**config.mk**
```make
export PLATFORM = sky130hd
export DESIGN_NAME = mem_stage
export DESIGN_NICKNAME = d
export VERILOG_FILES = /design/src/rtl/mem_stage_pkg.sv /design/src/rtl/mem_load_align.sv /design/src/rtl/mem_stage.sv
export SDC_FILE = /design/constraint.sdc
export NUM_CORES = 1
export LEC_CHECK = 0
export CAP_MARGIN = 30
export CORE_MARGIN = 5
export CORE_UTILIZATION = 45
export DETAILED_ROUTE_END_ITERATION = 6
export GPL_TIMING_DRIVEN = 0
export PLACE_DENSITY = 0.83
export RECOVER_POWER = 100
export REMOVE_ABC_BUFFERS = 1
export SETUP_SLACK_MARGIN = 0.4
export SYNTH_ARGS = -nofsm -noshare
export SYNTH_HDL_FRONTEND = slang
export SYNTH_SLANG_ARGS = --single-unit
```
**constraint.sdc**
```tcl
create_clock -name clk -period 2.9 [get_ports clk]
set_clock_uncertainty 0.05 [all_clocks]
set_input_delay 0.725 -clock clk [delete_from_list [all_inputs] [get_ports clk]]
set_output_delay 0.725 -clock clk [all_outputs]
set_load 0.05 [all_outputs]
```
**src/rtl/mem_stage_pkg.sv**
```systemverilog
// mem_stage_pkg: bus widths, EXE->MEM field layout and response-state encodings for the MEM stage.
package mem_stage_pkg;

    localparam int ES_TO_MS_BUS_WD = 81;
    localparam int MS_TO_WS_BUS_WD = 70;
    localparam int MS_FWD_BUS_WD   = 39;

    typedef enum logic [1:0] {
        MS_NOREQ = 2'd0,
        MS_WAIT  = 2'd1,
        MS_HELD  = 2'd2
    } ms_state_e;

    typedef struct packed {
        logic        mem_req;
        logic        ld_w;
        logic        ld_b;
        logic        ld_bu;
        logic        ld_h;
        logic        ld_hu;
        logic        st_w;
        logic        st_b;
        logic        st_h;
        logic        res_from_mem;
        logic        mem_we;
        logic        gr_we;
        logic [4:0]  dest;
        logic [31:0] alu_result;
        logic [31:0] pc;
    } es_bus_t;

endpackage

```
**src/rtl/mem_load_align.sv**
```systemverilog
// mem_load_align: selects and sign/zero-extends the loaded byte or half from a read-data word.
module mem_load_align (
    input  logic [31:0] rdata,
    input  logic [1:0]  addr_lo,
    input  logic        ld_w,
    input  logic        ld_b,
    input  logic        ld_bu,
    input  logic        ld_h,
    input  logic        ld_hu,
    output logic [31:0] value
);
    logic [7:0]  b;
    logic [15:0] h;

    assign b = rdata[{addr_lo, 3'b000} +: 8];
    assign h = addr_lo[1] ? rdata[31:16] : rdata[15:0];

    always_comb begin
        value = ld_w  ? rdata :
                ld_b  ? {{24{b[7]}}, b} :
                ld_bu ? {24'b0, b} :
                ld_h  ? {{16{h[15]}}, h} :
                ld_hu ? {16'b0, h} : rdata;
    end
endmodule

```
**src/rtl/mem_stage.sv**
```systemverilog
// mem_stage: waits for the data_sram response, aligns load data and forwards results to WB and ID.
module mem_stage
    import mem_stage_pkg::*;
(
    input  logic                       clk,
    input  logic                       reset,
    input  logic                       ws_allowin,
    output logic                       ms_allowin,
    input  logic                       es_to_ms_valid,
    input  logic [ES_TO_MS_BUS_WD-1:0] es_to_ms_bus,
    output logic                       ms_to_ws_valid,
    output logic [MS_TO_WS_BUS_WD-1:0] ms_to_ws_bus,
    input  logic                       data_sram_data_ok,
    input  logic [31:0]                data_sram_rdata,
    output logic [MS_FWD_BUS_WD-1:0]   ms_fwd_bus
);
    ms_state_e   state, state_next;
    es_bus_t     ms_bus;
    logic        ms_valid;
    logic        ms_ready_go;
    logic        es_mem_req;
    logic        capture;
    logic [31:0] rdata_buf;
    logic [31:0] rdata_sel;
    logic [31:0] load_data;
    logic [31:0] final_result;
    logic        fwd_valid;
    logic        unused_ok;

    assign es_mem_req  = es_to_ms_bus[ES_TO_MS_BUS_WD-1];
    assign ms_ready_go = (state == MS_WAIT) ? data_sram_data_ok : 1'b1;
    assign ms_allowin  = !ms_valid || (ms_ready_go && ws_allowin);
    assign capture     = ms_valid && (state == MS_WAIT) && data_sram_data_ok && !ws_allowin;

    always_comb begin
        state_next = state;
        if (ms_allowin)
            state_next = (es_to_ms_valid && es_mem_req) ? MS_WAIT : MS_NOREQ;
        else if (capture)
            state_next = MS_HELD;
    end

    always_ff @(posedge clk or negedge reset) begin
        if (!reset) begin
            state     <= MS_NOREQ;
            ms_valid  <= 1'b0;
            ms_bus    <= '0;
            rdata_buf <= '0;
        end else begin
            state <= state_next;
            if (ms_allowin)
                ms_valid <= es_to_ms_valid;
            if (es_to_ms_valid && ms_allowin)
                ms_bus <= es_to_ms_bus;
            if (capture)
                rdata_buf <= data_sram_rdata;
        end
    end

    // Once HELD, the sram bus may carry anything; only the buffered word is trusted.
    assign rdata_sel = (state == MS_HELD) ? rdata_buf : data_sram_rdata;

    mem_load_align u_align (
        .rdata   (rdata_sel),
        .addr_lo (ms_bus.alu_result[1:0]),
        .ld_w    (ms_bus.ld_w),
        .ld_b    (ms_bus.ld_b),
        .ld_bu   (ms_bus.ld_bu),
        .ld_h    (ms_bus.ld_h),
        .ld_hu   (ms_bus.ld_hu),
        .value   (load_data)
    );

    assign final_result   = ms_bus.res_from_mem ? load_data : ms_bus.alu_result;
    assign ms_to_ws_valid = ms_valid && ms_ready_go;
    assign ms_to_ws_bus   = {ms_bus.gr_we && ms_valid, ms_bus.dest, final_result, ms_bus.pc};
    assign fwd_valid      = ms_valid && ms_bus.gr_we && (ms_bus.dest != 5'd0);
    assign ms_fwd_bus     = {fwd_valid && ms_bus.res_from_mem && !ms_ready_go, fwd_valid, ms_bus.dest, final_result};
    assign unused_ok      = ^{ms_bus.st_w, ms_bus.st_b, ms_bus.st_h, ms_bus.mem_we};
endmodule
```
==> results of run 1 <==
## cells by family (layout without fill, tap and decap cells)
family	count (synthesis)	after routing	share of synthesized area, %
flops	111	111	45.0
buf+inv	109	315	11.8
compound gates	92	92	9.87
mux	153	153	27.6
simple gates	66	66	5.71
## synth_stat cells, types with 2 or more instances
| library cell | number | area share, % |
|---|---|---|
| a21oi_1 | 21 | 1.7 |
| a22oi_1 | 7 | 0.85 |
| and2_1 | 9 | 0.91 |
| buf_2 | 10 | 0.81 |
| buf_4 | 82 | 10 |
| clkbuf_1 | 12 | 0.73 |
| dfrtp_1 | 111 | 45 |
| inv_1 | 5 | 0.30 |
| mux2_1 | 22 | 4.0 |
| mux2_2 | 103 | 19 |
| mux2i_1 | 26 | 4.2 |
| nand2_1 | 19 | 1.2 |
| nand2b_1 | 11 | 1.1 |
| nand3_1 | 2 | 0.16 |
| nor2_1 | 13 | 0.79 |
| nor2b_1 | 3 | 0.30 |
| o21ai_0 | 14 | 1.1 |
| o21ai_1 | 8 | 0.65 |
| o221ai_1 | 11 | 1.6 |
| o22ai_1 | 20 | 2.0 |
| or3_1 | 2 | 0.20 |
| or4_1 | 2 | 0.24 |
## critical path, stage by stage
cell           delay [ps]
dlygate4sd2_1         310
mux2i_1               170
mux2_4                340
o22ai_4               210
buf_12                160
o31ai_4                70
a221oi_4              380
buf_6                 210
## layer usage
metal	GRT usage [%]	vias up	share of wire, %
met1	26.0	2542	35
li1	-	2244	-
met4	11.2	0	4.0
met3	6.26	53	8.0
met2	40.7	247	53
met5	0	-	0
## cell type report
type	instances	area (um^2)	area share, %
tap	176	220	2.28
timing repair buffer	295	3030	31.3
multi-input combinational	311	3330	34.5
clock inverter	5	50.0	0.518
inverter	5	22.5	0.233
sequential	111	2790	28.8
clock buffer	10	229	2.37
## metrics by stage
| stage | worst slack [ps] | total power [W] | setup TNS [ps] | cell area [um^2] | hold slack [ps] |
|---|---|---|---|---|---|
| detailed placement | -1260 | 0.00563 | -69670 | 8040 | 429 |
| global route | -526 | 0.00782 | -33670 | 9670 | 450 |
| global placement | -3960 | 0.00554 | -707370 | 7930 | 418 |
| finish | -459 | 0.00751 | -24450 | 9670 | 441 |
| CTS | -464 | 0.00729 | -19460 | 9220 | 405 |
| floorplan | -3060 | 0.00435 | -235980 | 5460 | 379 |
## sequential cells by signal, summed over array words and instances (netlist names)
name          count
ms_bus           39
ms_to_ws_bus     32
rdata_buf        32
ms_fwd_bus        5
state             2
ms_valid          1
## worst max-delay path by stage
stage | from | end | depth (start not counted)
6_report | data_sram_rdata[23] | ms_to_ws_bus[54] | 8
5_1_grt | data_sram_rdata[23] | ms_to_ws_bus[54] | 8
4_1_cts | state[0] | ms_to_ws_bus[63] | 7
3_5_place_dp | data_sram_rdata[15] | ms_to_ws_bus[42] | 7
3_3_place_gp | state[0] | ms_to_ws_bus[59] | 5
2_1_floorplan | state[0] | ms_fwd_bus[23] | 5
## power groups by stage
stage	combinational, W	sequential, W	clock, W
2_1_floorplan	0.00187	0.00248	0
3_3_place_gp	0.00338	0.00216	0
3_5_place_dp	0.00345	0.00218	0
4_1_cts	0.00387	0.00218	0.00123
5_1_grt	0.00427	0.00225	0.00130
6_report	0.00410	0.00221	0.00121
## layout by cell type, fill, tap and decap left out, types with 5 or more instances in the layout
master	count
clkdlybuf4s50_1	107
dfrtp_1	106
mux2_2	100
buf_6	64
buf_4	52
dlygate4sd3_1	39
mux2_1	22
o22ai_1	16
nand2_1	14
a21oi_4	14
o21ai_0	13
mux2i_4	12
mux2i_1	11
nand2b_1	10
clkbuf_16	10
buf_12	10
nor2_1	9
and2_1	8
o221ai_4	7
clkbuf_1	7
o21ai_1	6
a21oi_1	5
a22oi_2	5
## repair_timing
item                                   in CTS  in global routing
endpoints found under the hold margin       0                  0
pin swaps                                  13                 24
gates cloned                                2                  1
setup endpoints to repair                  69                107
hold buffers                                0                  0
gates resized for setup                   534                 94
buffers inserted                           43                 21
==> flow_metrics.tcl, run 1 <==
set metrics [dict create \
    nets 851 \
    reg2reg_from "state[0]" \
    cts_buffers 9 \
    coreArea_um2 13300 \
    fmax_mhz 298 \
    min_to "ms_to_ws_bus[30]" \
    hold_path.class "reg2reg" \
    p_sw_w 0.00332 \
    drive_above_1_share_pct 46.4 \
    clk_latency_ps 340 \
    ys_types 40 \
    io_buffers 224 \
    critical_path_required_ps 2120 \
    route.detailed.drc 0 \
    combPwrFrac_pct 54.6 \
    avgSynthCellArea_um2 11.6 \
    violations "max-capacitance violations, max-slew violations, negative setup slack" \
    cap_viol_max_count 1 \
    worstReg2RegEnd "ms_to_ws_bus[9]" \
    synth_seq_area_share_pct 45.0 \
    track_usage_pct 23.2 \
    grt-ovfl-total 0 \
    cts.sinks 111 \
    postRouteWirelength_mm 19.5 \
    num_vias 5086 \
    r2r_slack_ps 280 \
    period_share_pct 116 \
    setup-violations-final 104 \
    htree_levels 3 \
    antenna_found_initial 0 \
    cts_buffer_depth 2 \
    power_density_nw_per_um2 777 \
    max-vdd-ir-drop_mv 0.472 \
    cts.root.buffer_cell "clkbuf_16" \
    netlist_area_um2 6170 \
    drt_iter0_markers 339 \
    ff2ff_path_depth 8 \
    cts.clk_slew.worst_paths_ps 70 \
    hp-start "ms_to_ws_bus[30]" \
    yosys_warnings 0 \
    num_rows 42 \
    die_area_um2 16200 \
    worst_setup_path_end_kind "output pin" \
    hold_depth 1 \
    clockPowerShare_pct 16.1 \
    fin_ws_ps -459 \
    async_flop_share_pct 100 \
    slew_violations 35 \
    antenna_cells 0 \
    worst_pin_slew_ps 1570 \
    hpwl_mm 12.7 \
    crit_path_max_fanout 3 \
    crit_arrival_ps 2580 \
    p_leak_nw 3.93 \
    synth_ff_type "dfrtp_1" \
    cts_tree "done" \
    synth-seq-cells 111 \
    utilization_pct 72.4 \
    antenna_left 0 \
    crit_type "in2out" \
    rsz0062_at_grt "yes" \
    grt_max_degree 58 \
    n_fill_cell 890 \
    die_h_um 127 \
    status "finished, violations left" \
    pwr-share-seq_pct 29.4 \
    intPower_w 0.00419 \
    synth_edf_count 0 \
    slew-limit-headroom_pct -4.48 \
    dp.cells 831 \
    drt_first_pass_iters 4 \
    hold_violations 0 \
    netlist_instances 531 \
    p_sw_share_pct 44.2 \
    post_drt_via_cell_ratio 5.57 \
    grt_first_pass_wirelength_mm 29.2 \
    gp_congestion 0.827 \
    die_x_um 127 \
    cp-start-kind "input pin" \
    start_util_pct 46.3 \
    drt-wirelength-per-cell_um 21.4 \
    finalNonFillerCells 913 \
    ios 229 \
    period_needed_ps 3360 \
    area_growth_pct 56.6 \
    grt_pass1_vias 5398 \
]
(Power assumes the default switching activity.)
==> inputs of run 2 (changes only) <==
--- a/config.mk
+++ b/config.mk
@@ -14,6 +14,7 @@
 export RECOVER_POWER = 100
 export REMOVE_ABC_BUFFERS = 1
 export SETUP_SLACK_MARGIN = 0.4
+export SKIP_CTS_REPAIR_TIMING = 1
 export SYNTH_ARGS = -nofsm -noshare
 export SYNTH_HDL_FRONTEND = slang
 export SYNTH_SLANG_ARGS = --single-unit
==> flow_metrics.tcl, run 2 (synthesis gave the netlist of run 1 again) <==
set metrics [dict create \
    utilization_pct 68.3 \
    reg2reg_from "state[1]" \
    max-vdd-ir-drop_mv 0.477 \
    gp_congestion 0.827 \
    violations "max-capacitance violations, max-slew violations, negative setup slack" \
    critical_path_required_ps 2120 \
    status "finished, violations left" \
    drt_first_pass_iters 5 \
    antenna_found_initial 0 \
    num_rows 42 \
    cts_tree "done" \
    cp-start-kind "flip-flop" \
    track_usage_pct 20.8 \
    drt_iter0_markers 323 \
    most-common-layout-cells "108 x dfrtp_1, 107 x clkdlybuf4s50_1, 101 x mux2_2" \
    fin_ws_ps -533 \
    hpwl_mm 12.7 \
    rsz0062_at_grt "yes" \
    fmax_mhz 291 \
    ff2ff_path_depth 6 \
    die_x_um 127 \
    r2r_slack_ps 310 \
    drt-wirelength-per-cell_um 20.8 \
    p_leak_nw 3.76 \
    period_share_pct 118 \
    regMostFlops "ms_bus" \
    antenna_cells 0 \
    die_area_um2 16200 \
    die_h_um 127 \
    final_common_cell "dfrtp_1" \
    worst_pin_slew_ps 1600 \
    grt_max_degree 58 \
    htree_levels 3 \
    largest_register_ffs 39 \
    grt_pass1_vias 4909 \
    ios 229 \
    grt-ovfl-total 0 \
    crit_type "reg2out" \
    worstReg2RegEnd "ms_to_ws_bus[9]" \
    finalNonFillerCells 892 \
    hold_violations 0 \
    whs_ps 445 \
    drive_above_1_share_pct 40.2 \
    coreArea_um2 13300 \
    grt_first_pass_wirelength_mm 26.4 \
    cts_buffer_depth 2 \
    antenna_left 0 \
    clk_latency_ps 340 \
    dp.cells 831 \
    period_needed_ps 3430 \
    cts.sinks 111 \
    start_util_pct 46.3 \
    cts.root.buffer_cell "clkbuf_16" \
    nets 830 \
    cts_buffers 9 \
    cts.clk_slew.worst_paths_ps 70 \
    setup_tns_ps -26170 \
    worst_setup_path_end_kind "output pin" \
    setup-violations-final 104 \
    area_growth_pct 47.7 \
    power_density_nw_per_um2 787 \
    postRouteWirelength_mm 18.5 \
    post_drt_via_cell_ratio 5.47 \
    hold_path.class "reg2reg" \
    slew_violations 35 \
    hold_depth 1 \
    slew-limit-headroom_pct -6.84 \
    hp-start "ms_to_ws_bus[30]" \
    io_buffers 224 \
    num_vias 4875 \
    crit_path_max_fanout 7 \
    route.detailed.drc 0 \
    crit_arrival_ps 2660 \
    min_to "ms_to_ws_bus[30]" \
    cap_viol_max_count 1 \
]
[run 2: changes by cell type in the layout (fill, tap and decap cells not counted), sizes merged]
cell,change
inv,+1
clkdlybuf4s15,-1
dlymetal6s2s,+4
clkbuf,+11
buf,-36
dlygate4sd3,+4
clkinvlp,-1
dlygate4sd2,-3
[run 2: cell type report]
| cell class | count | area (um^2) |
|---|---|---|
| Fill cell | 976 | 4230 |
| Multi-Input combinational cell | 311 | 3090 |
| Sequential cell | 111 | 2780 |
| Timing Repair Buffer | 274 | 2730 |
| Clock buffer | 10 | 229 |
| Tap cell | 176 | 220 |
| Clock inverter | 5 | 50.0 |
| Inverter | 5 | 18.8 |
[run 2: metal layers]
metal	part of all wire [%]	wire length, um	vias to the layer above	global-route usage [%]
li1	-	-	2203	-
met1	37	6830	2436	25.0
met2	53	9750	208	35.1
met3	8.1	1510	28	5.84
met4	2.5	458	0	8.64
met5	0	0	-	0
[run 2: per-stage QoR]
step           total power [W]  worst slack (ps)  cell area, um^2
6_report               0.00718              -533             9120
5_1_grt                0.00749              -634             9120
4_1_cts                0.00685             -1500             8310
3_5_place_dp           0.00563             -1260             8040
3_3_place_gp           0.00554             -3960             7930
2_1_floorplan          0.00435             -3060             5460
[run 2: worst max-delay path by stage]
stage | slack, ps | startpoint | endpoint | depth (start not counted)
6_report | -530 | state[0] | ms_fwd_bus[22] | 9
5_1_grt | -630 | state[0] | ms_fwd_bus[22] | 9
4_1_cts | -1500 | state[0] | ms_to_ws_bus[42] | 7
3_5_place_dp | -1260 | data_sram_rdata[15] | ms_to_ws_bus[42] | 7
3_3_place_gp | -3960 | state[0] | ms_to_ws_bus[59] | 5
2_1_floorplan | -3060 | state[0] | ms_fwd_bus[23] | 5
[run 2: where the power goes]
group	switching, W	total, W	leakage [nW]	internal, W
logic	0.00235	0.00379	2.31	0.00144
registers	0.000286	0.00219	1.31	0.00190
clock network	0.000547	0.00121	0.142	0.000660
total	0.00318	0.00718	3.76	0.00400
[run 2: critical path, cell delays in order, from the launching register on]
cell and delay (ps):
dfrtp_1 420, nor2b_4 140, buf_12 130, buf_12 120, mux2_4 320, o22ai_4 320
nor3_4 90, buf_12 160, a221oi_4 380, buf_6 220
==> inputs of run 3 (changes only) <==
--- a/config.mk
+++ b/config.mk
@@ -5,12 +5,13 @@
 export SDC_FILE = /design/constraint.sdc
 export NUM_CORES = 1
 export LEC_CHECK = 0
+export ABC_AREA = 1
 export CAP_MARGIN = 30
 export CORE_MARGIN = 5
 export CORE_UTILIZATION = 45
 export DETAILED_ROUTE_END_ITERATION = 6
 export GPL_TIMING_DRIVEN = 0
-export PLACE_DENSITY = 0.83
+export PLACE_DENSITY = 0.81
 export RECOVER_POWER = 100
 export REMOVE_ABC_BUFFERS = 1
 export SETUP_SLACK_MARGIN = 0.4
==> constraint.sdc (replaced) <==
create_clock -name clk -period 3.7 [get_ports clk]
set_clock_uncertainty 0.05 [all_clocks]
set_input_delay 0.925 -clock clk [delete_from_list [all_inputs] [get_ports clk]]
set_output_delay 0.925 -clock clk [all_outputs]
set_load 0.05 [all_outputs]
==> flow_metrics.tcl, run 3 <==
set metrics [dict create \
    drive_above_1_share_pct 14.2 \
    track_usage_pct 22.4 \
    postRouteWirelength_mm 22.5 \
    most-common-layout-cells "462 x nand2_1, 107 x dfrtp_1, 99 x clkdlybuf4s50_1" \
    gp_congestion 0.851 \
    grt_max_degree 57 \
    use_met2_pct 37.3 \
    drt_first_pass_iters 6 \
    cts_tree "done" \
    period_share_pct 99.2 \
    num_rows 44 \
    grt_first_pass_wirelength_mm 31.8 \
    synthMuxAreaShare_pct 0 \
    num_vias 6884 \
    synthAdderAreaFrac_pct 0 \
    critPathMaxStageDelay_ps 490 \
    grt_pass1_vias 6150 \
    slew-limit-headroom_pct 4.39 \
    nets 1256 \
    htree_levels 3 \
    route.detailed.drc 0 \
    hold_violations 0 \
    r2r_slack_ps 920 \
    synth_ff_type "dfrtp_1" \
    hold_depth 2 \
    worst_setup_path_end_kind "output pin" \
    cap_viol_max_count 0 \
    synth_simple_gate_area_share_pct 34.6 \
    grt-busiest-layer "met2" \
    ios 229 \
    synth.area.top_cells "dfrtp_1 41%, nand2_1 27%, buf_4 8.6%" \
    p_sw_w 0.00277 \
    final_common_cell "nand2_1" \
    hpwl_mm 14.3 \
    crit_path_cell_trace "clkinvlp_4 > nor2_1 > inv_1 > nand2_1 > o21ai_2 > o21ai_0 > nand2_1 > a21oi_1 > buf_6" \
    worstReg2RegEnd "ms_bus[71]" \
    yosys.area_share.xor_xnor_pct 0 \
    synth-compound-area-share_pct 6.99 \
    crit_path_max_fanout 7 \
    cts.root.buffer_cell "clkbuf_16" \
    synth-seq-cells 111 \
    ff2ff_path_depth 8 \
    place_ws_ps -799 \
    fin_ws_ps 31.0 \
    area_growth_pct 35.3 \
    fmax_mhz 273 \
    ys_types 21 \
    setup_tns_ps 0 \
    netlist_instances 1000 \
    netlist_area_um2 6750 \
    finalNonFillerCells 1328 \
    slew_violations 0 \
    pwr-share-seq_pct 30.0 \
    drt_iter0_markers 878 \
    met3_usage_pct 4.82 \
    cts_buffer_depth 2 \
    combPwrFrac_pct 53.0 \
    die_x_um 132 \
    cts.clk_slew.worst_paths_ps 80 \
    post_drt_via_cell_ratio 5.18 \
    largest_register_ffs 39 \
    die_h_um 132 \
    clockPowerShare_pct 17.0 \
    hp-start "ms_to_ws_bus[30]" \
    antenna_left 0 \
    synth_seq_area_share_pct 41.1 \
    synth_top_area_share_pct 41.1 \
    reg2reg_from "state[0]" \
    worst_pin_slew_ps 1430 \
    yosys_warnings 0 \
    n_fill_cell 1326 \
    avgSynthCellArea_um2 6.75 \
    crit_type "reg2out" \
    dp.cells 1290 \
    intPower_w 0.00290 \
    yosysTopAreaCell "dfrtp_1" \
    cts_buffers 9 \
    synth_most_common_cell "nand2_1" \
    use_met1_pct 28.4 \
    p_sw_share_pct 48.9 \
    synth_top_family_by_area "simple AND/OR/NAND/NOR gates" \
    cp-start-kind "flip-flop" \
    grt-ovfl-total 0 \
    status "finished clean" \
    crit_arrival_ps 2690 \
    hold_path.class "reg2reg" \
    power_density_nw_per_um2 621 \
    period_needed_ps 3670 \
    cts.sinks 111 \
    synth_edf_count 0 \
    start_util_pct 46.1 \
    crit_slowest_cell "dfrtp_1" \
    io_buffers 224 \
    drt-wirelength-per-cell_um 16.9 \
    synth_common_cells "481 x nand2_1, 111 x dfrtp_1, 84 x inv_1" \
    crit_top_cell "nand2_1" \
    critical_path_required_ps 2720 \
    async_flop_share_pct 100 \
    rsz0062_at_grt "yes" \
    p_leak_nw 4.91 \
    max-vdd-ir-drop_mv 0.430 \
    coreArea_um2 14600 \
    die_area_um2 17600 \
    clk_latency_ps 360 \
    antenna_found_initial 2 \
    min_to "ms_to_ws_bus[30]" \
    regMostFlops "ms_bus" \
    setup-violations-final 0 \
]
[run 3: cell count changes after synthesis, moves of 11 or more]
cell and change:
nand2b_1 -11, nand3_1 +76, inv_1 +79, mux2_2 -103
o221ai_1 -11, o22ai_1 -20, o21ai_0 +49, mux2i_1 -26
nand2_1 +462, clkbuf_1 +11, mux2_1 -22
[run 3: worst max-delay path by stage]
stage,start,endpoint,slack [ps]
6_report,ms_bus[33],ms_to_ws_bus[36],30
5_1_grt,ms_bus[33],ms_to_ws_bus[36],-70
3_3_place_gp,reset,ms_to_ws_bus[1],-2780
4_1_cts,state[0],ms_to_ws_bus[44],-980
2_1_floorplan,ms_bus[78],ms_fwd_bus[0],-480
3_5_place_dp,data_sram_rdata[15],ms_to_ws_bus[44],-800
[run 3: stage by stage]
stage / hold slack [ps] / cell area (um^2) / power, W / utilization, %
5_1_grt: 441 / 9130 / 0.00595 / 62.4
6_report: 425 / 9130 / 0.00567 / 62.4
4_1_cts: 428 / 8850 / 0.00556 / 60.4
2_1_floorplan: 392 / 5920 / 0.00350 / -
3_3_place_gp: 404 / 8390 / 0.00451 / 57.3
3_5_place_dp: 409 / 8560 / 0.00459 / 58.5
[run 3: kinds of logic after synthesis]
kind of cell           Yosys count
AND/OR/NAND/NOR                587
AO/OA/AOI/OAI                   88
flip-flops                     111
buffers and inverters          214
[run 3: critical path, delay by kind of cell (launching register included)]
kind / cells / cell delay [ps]
AO/OA/AOI/OAI: 3 / 700
buffers and inverters: 3 / 590
flip-flops: 1 / 490
AND/OR/NAND/NOR: 3 / 560
[run 3: power groups by stage]
| stage | combinational (W) | clock, W | sequential (W) |
|---|---|---|---|
| detailed placement | 0.00288 | 0 | 0.00170 |
| global placement | 0.00281 | 0 | 0.00170 |
| floorplan | 0.00156 | 0 | 0.00195 |
| CTS | 0.00290 | 0.000979 | 0.00169 |
| finish | 0.00301 | 0.000964 | 0.00170 |
| global route | 0.00318 | 0.00103 | 0.00174 |
[run 3: cell type report]
cell class / instances / area (um^2) / area share (%)
Clock inverter: 7 / 60.1 / 0.658
Inverter: 89 / 348 / 3.81
Timing Repair Buffer: 247 / 2430 / 26.6
Multi-Input combinational cell: 680 / 3050 / 33.4
Sequential cell: 111 / 2790 / 30.5
Clock buffer: 9 / 225 / 2.47
Antenna cell: 1 / 2.50 / 0.0274
Tap cell: 184 / 230 / 2.52
[run 3: metal layers]
layer | up-vias | share of wire (%)
met4 | 2 | 3.2
met2 | 390 | 49
met5 | - | 0.031
met1 | 3136 | 39
li1 | 3281 | -
met3 | 75 | 9.4
